## src/rtl/gearbox_pkg.sv

```systemverilog
// Shared types and grant-length helper for the gearbox pair arbiter.
package gearbox_pkg;

  typedef enum logic {
    ST_IDLE = 1'b0,
    ST_BUSY = 1'b1
  } gb_arb_state_t;

  // The downstream gearbox merges two narrow beats into one wide word.
  localparam int BEATS_PER_PAIR = 2;

  function automatic int grant_beats(input int pairs);
    return pairs * BEATS_PER_PAIR;
  endfunction

endpackage

```

## src/rtl/gearbox_pair_arbiter.sv

```systemverilog
// Round-robin arbiter sharing one 2x upsizing gearbox input between two
// AXI-Stream requesters; grants are locked for whole beat pairs.
module gearbox_pair_arbiter
  import gearbox_pkg::*;
#(
  parameter int n     = 5,
  parameter int nb    = n * 8,
  parameter int PAIRS = 4,
  parameter int CW    = 32
) (
  input  logic          aclk,
  input  logic          aresetn,
  input  logic [nb-1:0] s0_tdata,
  input  logic          s0_tvalid,
  output logic          s0_tready,
  input  logic [nb-1:0] s1_tdata,
  input  logic          s1_tvalid,
  output logic          s1_tready,
  output logic [nb-1:0] m_tdata,
  output logic          m_tvalid,
  input  logic          m_tready,
  output logic          m_tid,
  output logic          m_tlast,
  output logic [CW-1:0] pairs0,
  output logic [CW-1:0] pairs1
);

  localparam int BEATS = grant_beats(PAIRS);
  localparam int BW    = $clog2(BEATS);
  localparam logic [BW-1:0] LAST_BEAT = BW'(BEATS - 1);

  // Handshake: a beat transfers on a cycle where valid and ready are both
  // high; valid never waits on ready, ready is passed straight from m_tready
  // to the current owner only.

  gb_arb_state_t state_q, state_d;
  logic          grant_q, grant_d;
  logic          last_grant_q, last_grant_d;
  logic [BW-1:0] beat_cnt_q, beat_cnt_d;
  logic [CW-1:0] pairs0_q, pairs0_d;
  logic [CW-1:0] pairs1_q, pairs1_d;
  logic          beat_hs;

  function automatic logic pick_grant(input logic v0, input logic v1,
                                      input logic last);
    if (v0 && v1) return ~last;
    return v1;
  endfunction

  always_comb begin
    state_d      = state_q;
    grant_d      = grant_q;
    last_grant_d = last_grant_q;
    beat_cnt_d   = beat_cnt_q;
    pairs0_d     = pairs0_q;
    pairs1_d     = pairs1_q;
    m_tdata      = '0;
    m_tvalid     = 1'b0;
    m_tlast      = 1'b0;
    s0_tready    = 1'b0;
    s1_tready    = 1'b0;
    beat_hs      = 1'b0;

    if (state_q == ST_IDLE) begin
      // The grant is registered here, so IDLE never forwards data.
      if (s0_tvalid || s1_tvalid) begin
        grant_d = pick_grant(s0_tvalid, s1_tvalid, last_grant_q);
        state_d = ST_BUSY;
      end
    end else begin
      m_tdata   = grant_q ? s1_tdata : s0_tdata;
      m_tvalid  = grant_q ? s1_tvalid : s0_tvalid;
      s0_tready = ~grant_q & m_tready;
      s1_tready = grant_q & m_tready;
      m_tlast   = (beat_cnt_q == LAST_BEAT);
      beat_hs   = m_tvalid & m_tready;

      if (beat_hs) begin
        // An odd beat closes a pair in the gearbox.
        if (beat_cnt_q[0]) begin
          if (grant_q) pairs1_d = pairs1_q + CW'(1);
          else         pairs0_d = pairs0_q + CW'(1);
        end
        if (beat_cnt_q == LAST_BEAT) begin
          beat_cnt_d   = '0;
          last_grant_d = grant_q;
          state_d      = ST_IDLE;
        end else begin
          beat_cnt_d = beat_cnt_q + BW'(1);
        end
      end
    end
  end

  always_ff @(posedge aclk) begin
    if (!aresetn) begin
      state_q      <= ST_IDLE;
      grant_q      <= 1'b0;
      last_grant_q <= 1'b1;
      beat_cnt_q   <= '0;
      pairs0_q     <= '0;
      pairs1_q     <= '0;
    end else begin
      state_q      <= state_d;
      grant_q      <= grant_d;
      last_grant_q <= last_grant_d;
      beat_cnt_q   <= beat_cnt_d;
      pairs0_q     <= pairs0_d;
      pairs1_q     <= pairs1_d;
    end
  end

  assign m_tid  = grant_q;
  assign pairs0 = pairs0_q;
  assign pairs1 = pairs1_q;

endmodule

```

## config.mk

```make
export PLATFORM = sky130hd
export DESIGN_NAME = gearbox_pair_arbiter
export DESIGN_NICKNAME = d
export VERILOG_FILES = /design/src/rtl/gearbox_pkg.sv /design/src/rtl/gearbox_pair_arbiter.sv
export SDC_FILE = /design/constraint.sdc
export NUM_CORES = 1
export LEC_CHECK = 0
export ABC_AREA = 0
export CORE_ASPECT_RATIO = 0.8
export CORE_UTILIZATION = 45
export DETAILED_ROUTE_END_ITERATION = 10
export PLACE_DENSITY = 0.87
export SLEW_MARGIN = 10
export SYNTH_ARGS = -nofsm -noshare
export SYNTH_HDL_FRONTEND = slang
export SYNTH_SLANG_ARGS = --single-unit
```

## constraint.sdc

```tcl
create_clock -name aclk -period 3 [get_ports aclk]
set_input_delay 0.45 -clock aclk [delete_from_list [all_inputs] [get_ports aclk]]
set_output_delay 0.45 -clock aclk [all_outputs]
set_load 0.01 [all_outputs]
```

## Yosys cells after proc, flatten, opt, wreduce, memory -nomap -nowiden

Cells that the tools add are included.

| storage, ports and cells | value |
|---|---|
| word-level logic and storage cells | 40 |
| input port bits | 85 |
| flip-flop bits (word level) | 70 |

| cells by class | value |
|---|---|
| bitwise gates (word level) | 6 |
| add/sub/neg operators | 3 |
| reductions and logical operators | 7 |
| eq/ne operators | 1 |
| mux-type cells | 17 |

Operator list:

| cell | number |
|---|---|
| 40-bit 2-to-1 mux | 2 |
| 32-bit by 1-bit adder with 32-bit output (second input constant) | 2 |
| 1-bit 2-to-1 mux | 14 |
| 4-bit AND reduction | 2 |
| 2-bit AND reduction | 2 |
| 3-bit by 1-bit adder with 3-bit output (second input constant) | 1 |
| 1-bit AND | 3 |
| 3-bit equality test (second input constant) | 1 |
| 3-bit 2-to-1 mux | 1 |
| 1-bit NOT | 3 |
| 3-bit AND reduction | 1 |
| 1-bit logical AND | 1 |
| 1-bit logical OR | 1 |

## Depth between registers and ports, before layout

| depth | value |
|---|---|
| depth after elaboration | 5 |
| gate-level depth with buffers | 8 |
| depth with buffers taken out | 5 |

## Least setup slack after synthesis

No wires, ideal clock.

| timing path | value |
|---|---|
| path kind | register to register |
| from | register pairs0_q[2] (netlist: pairs0[2]) |
| to | register pairs0_q[29] (netlist: pairs0[29]) |
| clock period less this slack | 2.023 ns |
| stages on the path, launching flop included | 8 |
| setup slack | 0.977 ns |
| setup time | 0.070 ns |
| arrival | 1.953 ns |
| data required time | 2.930 ns |
| path through | dfxtp_1 buf_4 nand3_1 or4_1 buf_2 buf_6 or4_1 a21oi_1 |

| between the ends | value |
|---|---|
| longest elaborated chain between the ends | 1 |

RTL lines:

| element | line | RTL |
|---|---|---|
| start, declared | gearbox_pair_arbiter.sv:40 | `logic [CW-1:0] pairs0_q, pairs0_d;` |
| start signal, assigned | gearbox_pair_arbiter.sv:108 | `pairs0_q <= pairs0_d;` |
| 32-bit by 1-bit adder with 32-bit output | gearbox_pair_arbiter.sv:82 | `else pairs0_d = pairs0_q + CW'(1);` |

No other way between the ends.
A chain may end at the register's enable or synchronous reset.

## Final worst setup path

| timing path | value |
|---|---|
| from | register grant_q (netlist: m_tid) |
| to | output m_tdata[0] |

| between the ends | value |
|---|---|
| longest elaborated chain between the ends | 2 |

RTL lines:

| element | line | RTL |
|---|---|---|
| start, declared | gearbox_pair_arbiter.sv:37 | `logic grant_q, grant_d;` |
| start signal, assigned | gearbox_pair_arbiter.sv:105 | `grant_q <= grant_d;` |
| 40-bit 2-to-1 mux | gearbox_pair_arbiter.sv:71 | `m_tdata = grant_q ? s1_tdata : s0_tdata;` |
| 40-bit 2-to-1 mux | gearbox_pair_arbiter.sv:64 | `if (state_q == ST_IDLE) begin` |
| end, declared | gearbox_pair_arbiter.sv:19 | `output logic [nb-1:0] m_tdata,` |

No other way between the ends.

==> results_dict.tcl <==
set metrics [dict create \
    power.leakage_nw 2.086 \
    synthesis.area_sq_um 4099 \
    crit_path_start_kind "register" \
    wl_met3_mm 1.040 \
    rr_startpoint "pairs0[2]$_SDFFE_PN0P_" \
    initial_core_util 0.4727 \
    clk_pin_slew_ns 0.05 \
    fin_nets 750 \
    yosysSeqAreaShare 0.3419 \
    nFillCells 617 \
    groute.usage.overall 0.2785 \
    setup_viol 0 \
    synthesis.nets 576 \
    worst_pin_slew_ns 1.010 \
    place.gp.congestion 0.8458 \
    synth_edf_count 0 \
    cp.required_ns 2.55 \
    cts_tree "done" \
    ys_async_sr_fraction 0 \
    post_cts_buffers 0 \
    via_per_inst 5.828 \
    chipHeight_um 87.37 \
    num_vias 4534 \
    htree_levels 3 \
    routed.top_layer "met4" \
    grt_pass1_vias 4217 \
    ir_worst_vdd_mv 0.2845 \
    drc 0 \
    final_antenna_net_count 0 \
    startpoint "m_tid$_SDFFE_PN0P_" \
    wl_met2_mm 6.869 \
    placement.io_buffers 193 \
    antenna_cells 0 \
    finClkSkew_ns 0.009520 \
    grt_pass1_wl_mm 20.65 \
    met1_length_mm 5.378 \
    die_w_um 108.7 \
    timing.fmax_ghz 0.3671 \
    drv_slew 0 \
    dp_cells 762 \
    antenna_found_initial 0 \
    critPathArrivalTime_ns 2.27 \
    synth_flop_cell "dfxtp_1" \
    drt-initial-drc-count 287 \
    cts_sinks 70 \
    crit_fanout 25 \
    slew_headroom 0.3270 \
    clockBufferDepth 2 \
    drive_above_1_share 0.03754 \
    rsz0062_at_grt "no" \
    coreArea_sq_um 8671 \
    grt_max_degree 43 \
    finalNonFillerCells 778 \
    power_density_nw_per_um2 368.1 \
    drt_pass1_iterations 5 \
    hpwl_mm 10.04 \
    cts_buffers 9 \
    fin_crit_ns 2.724 \
    cts.repair.resized 0 \
    area_delta_synth_final_pct 55.37 \
    clkLatencyLatePin_ns 0.33 \
    hold_viol 0 \
    synth.avg_cell_area_sq_um 8.417 \
    ys_seq_elements 70 \
    worstHoldPathType "register to register" \
    num_io_pins 194 \
    run_status "completed" \
    gr-total-overflow 0 \
    rows 30 \
    fin_tns_setup_ns 0 \
    drt-total-wl_mm 13.43 \
    cts_hold_buffers 0 \
    min_from "beat_cnt_q[1]$_SDFFE_PN0P_" \
    root_buffer "clkbuf_16" \
    die_area_sq_um 9497 \
    routedWlPerCell_um 17.26 \
    yosys_warnings 0 \
    drv_cap 0 \
    synthCells 487 \
    synth_cell_types 38 \
    post-route-period-util 0.9081 \
    worst-setup-path-type "register to output port" \
    crit_path_end_kind "output port" \
]
==> kinds of logic after synthesis <==
kind of cell,after synthesis,synth area share
buf+inv,44,0.04426
flops,70,0.3419
mux,48,0.1175
xor+xnor,14,0.02992
compound gates,95,0.1447
fa+ha+maj,4,0.01221
simple gates,212,0.3095
==> per-stage QoR <==
stage          power, mW  hold WS [ns]  utilization  instance area, sq um  setup WS (ns)
2_1_floorplan      1.081        0.4355            -                  4099         0.9769
3_3_place_gp       1.291        0.4417       0.7000                  6070         0.4545
3_5_place_dp       1.296        0.4631       0.7000                  6070         0.3251
4_1_cts            2.351        0.4737       0.7345                  6369         0.2924
5_1_grt            2.414        0.5019       0.7345                  6369         0.1699
6_report           2.344        0.4736       0.7345                  6369         0.2756
==> sequential cells by signal, indices dropped and copies added, names as in the netlist <==
register,flops
pairs0,32
pairs1,32
beat_cnt_q,3
last_grant_q,1
m_tid,1
state_q,1
==> path summary, 6_finish.rpt <==
path                            slack (ns)                    endpoint  cells past startpoint
worst min register to register        0.47  beat_cnt_q[1]$_SDFFE_PN0P_                      2
worst min-delay path                  0.47  beat_cnt_q[1]$_SDFFE_PN0P_                      2
worst max register to register        0.44     pairs0[29]$_SDFFE_PN0P_                      4
worst max-delay path                  0.28                  m_tdata[0]                      4
==> cell type report <==
class | instances | area (sq um) | area share
inverter | 7 | 26.28 | 0.004126
multi-input combinational | 373 | 2516 | 0.3951
tap | 112 | 140.1 | 0.02200
sequential | 70 | 1403 | 0.2202
clock buffer | 10 | 229.0 | 0.03595
clock inverter | 6 | 70.07 | 0.01100
timing repair buffer | 200 | 1984 | 0.3116
==> layout by cell type, fill, tap and decap left out, types with 9 or more instances in the layout <==
cell type and n:
dfxtp_1 69, nand4_1 23, clkdlybuf4s50_1 193, clkbuf_16 9, xor2_1 13, and3_1 9, nand2_1 24, nor2b_1 40
or4_1 33, nand3_1 24, a21oi_1 43, o21ai_0 9, o31ai_1 32, or3_1 9, and4_1 11, nor2_1 17
mux2i_1 47
==> report_power, final <==
group / switching, mW / leakage, nW / internal (mW)
clock network: 0.415 / 0.147 / 0.651
logic: 0.122 / 1.37 / 0.213
registers: 0.0104 / 0.565 / 0.932
total: 0.548 / 2.09 / 1.80
==> worst max-delay path, cell delays in order (launching register included) <==
cell and delay (ns):
dfxtp_2 0.73, buf_4 0.34, mux2i_1 0.10, nor2b_1 0.20
clkdlybuf4s50_1 0.57
==> Yosys cell counts, types with 5 or more instances <==
library cell | instances | area share
mux2i_1 | 47 | 0.11
nand3_1 | 24 | 0.029
dfxtp_1 | 70 | 0.34
or4_1 | 33 | 0.060
nor2b_1 | 40 | 0.061
nand2_1 | 24 | 0.022
nor2_1 | 17 | 0.016
or3_1 | 9 | 0.014
inv_1 | 6 | 0.0055
xor2_1 | 13 | 0.028
clkbuf_1 | 26 | 0.024
and2_1 | 8 | 0.012
nand4_1 | 23 | 0.035
nand2b_1 | 5 | 0.0076
and4_1 | 11 | 0.024
a21oi_1 | 43 | 0.053
and3_1 | 9 | 0.014
buf_1 | 5 | 0.0046
o21ai_0 | 9 | 0.011
o31ai_1 | 32 | 0.059
==> metal layers <==
metal,vias up,global-route usage
met5,-,0
met4,0,0.07740
met3,14,0.07629
met2,198,0.4960
met1,2143,0.3271
li1,2179,-
(Power assumes the default switching activity.)
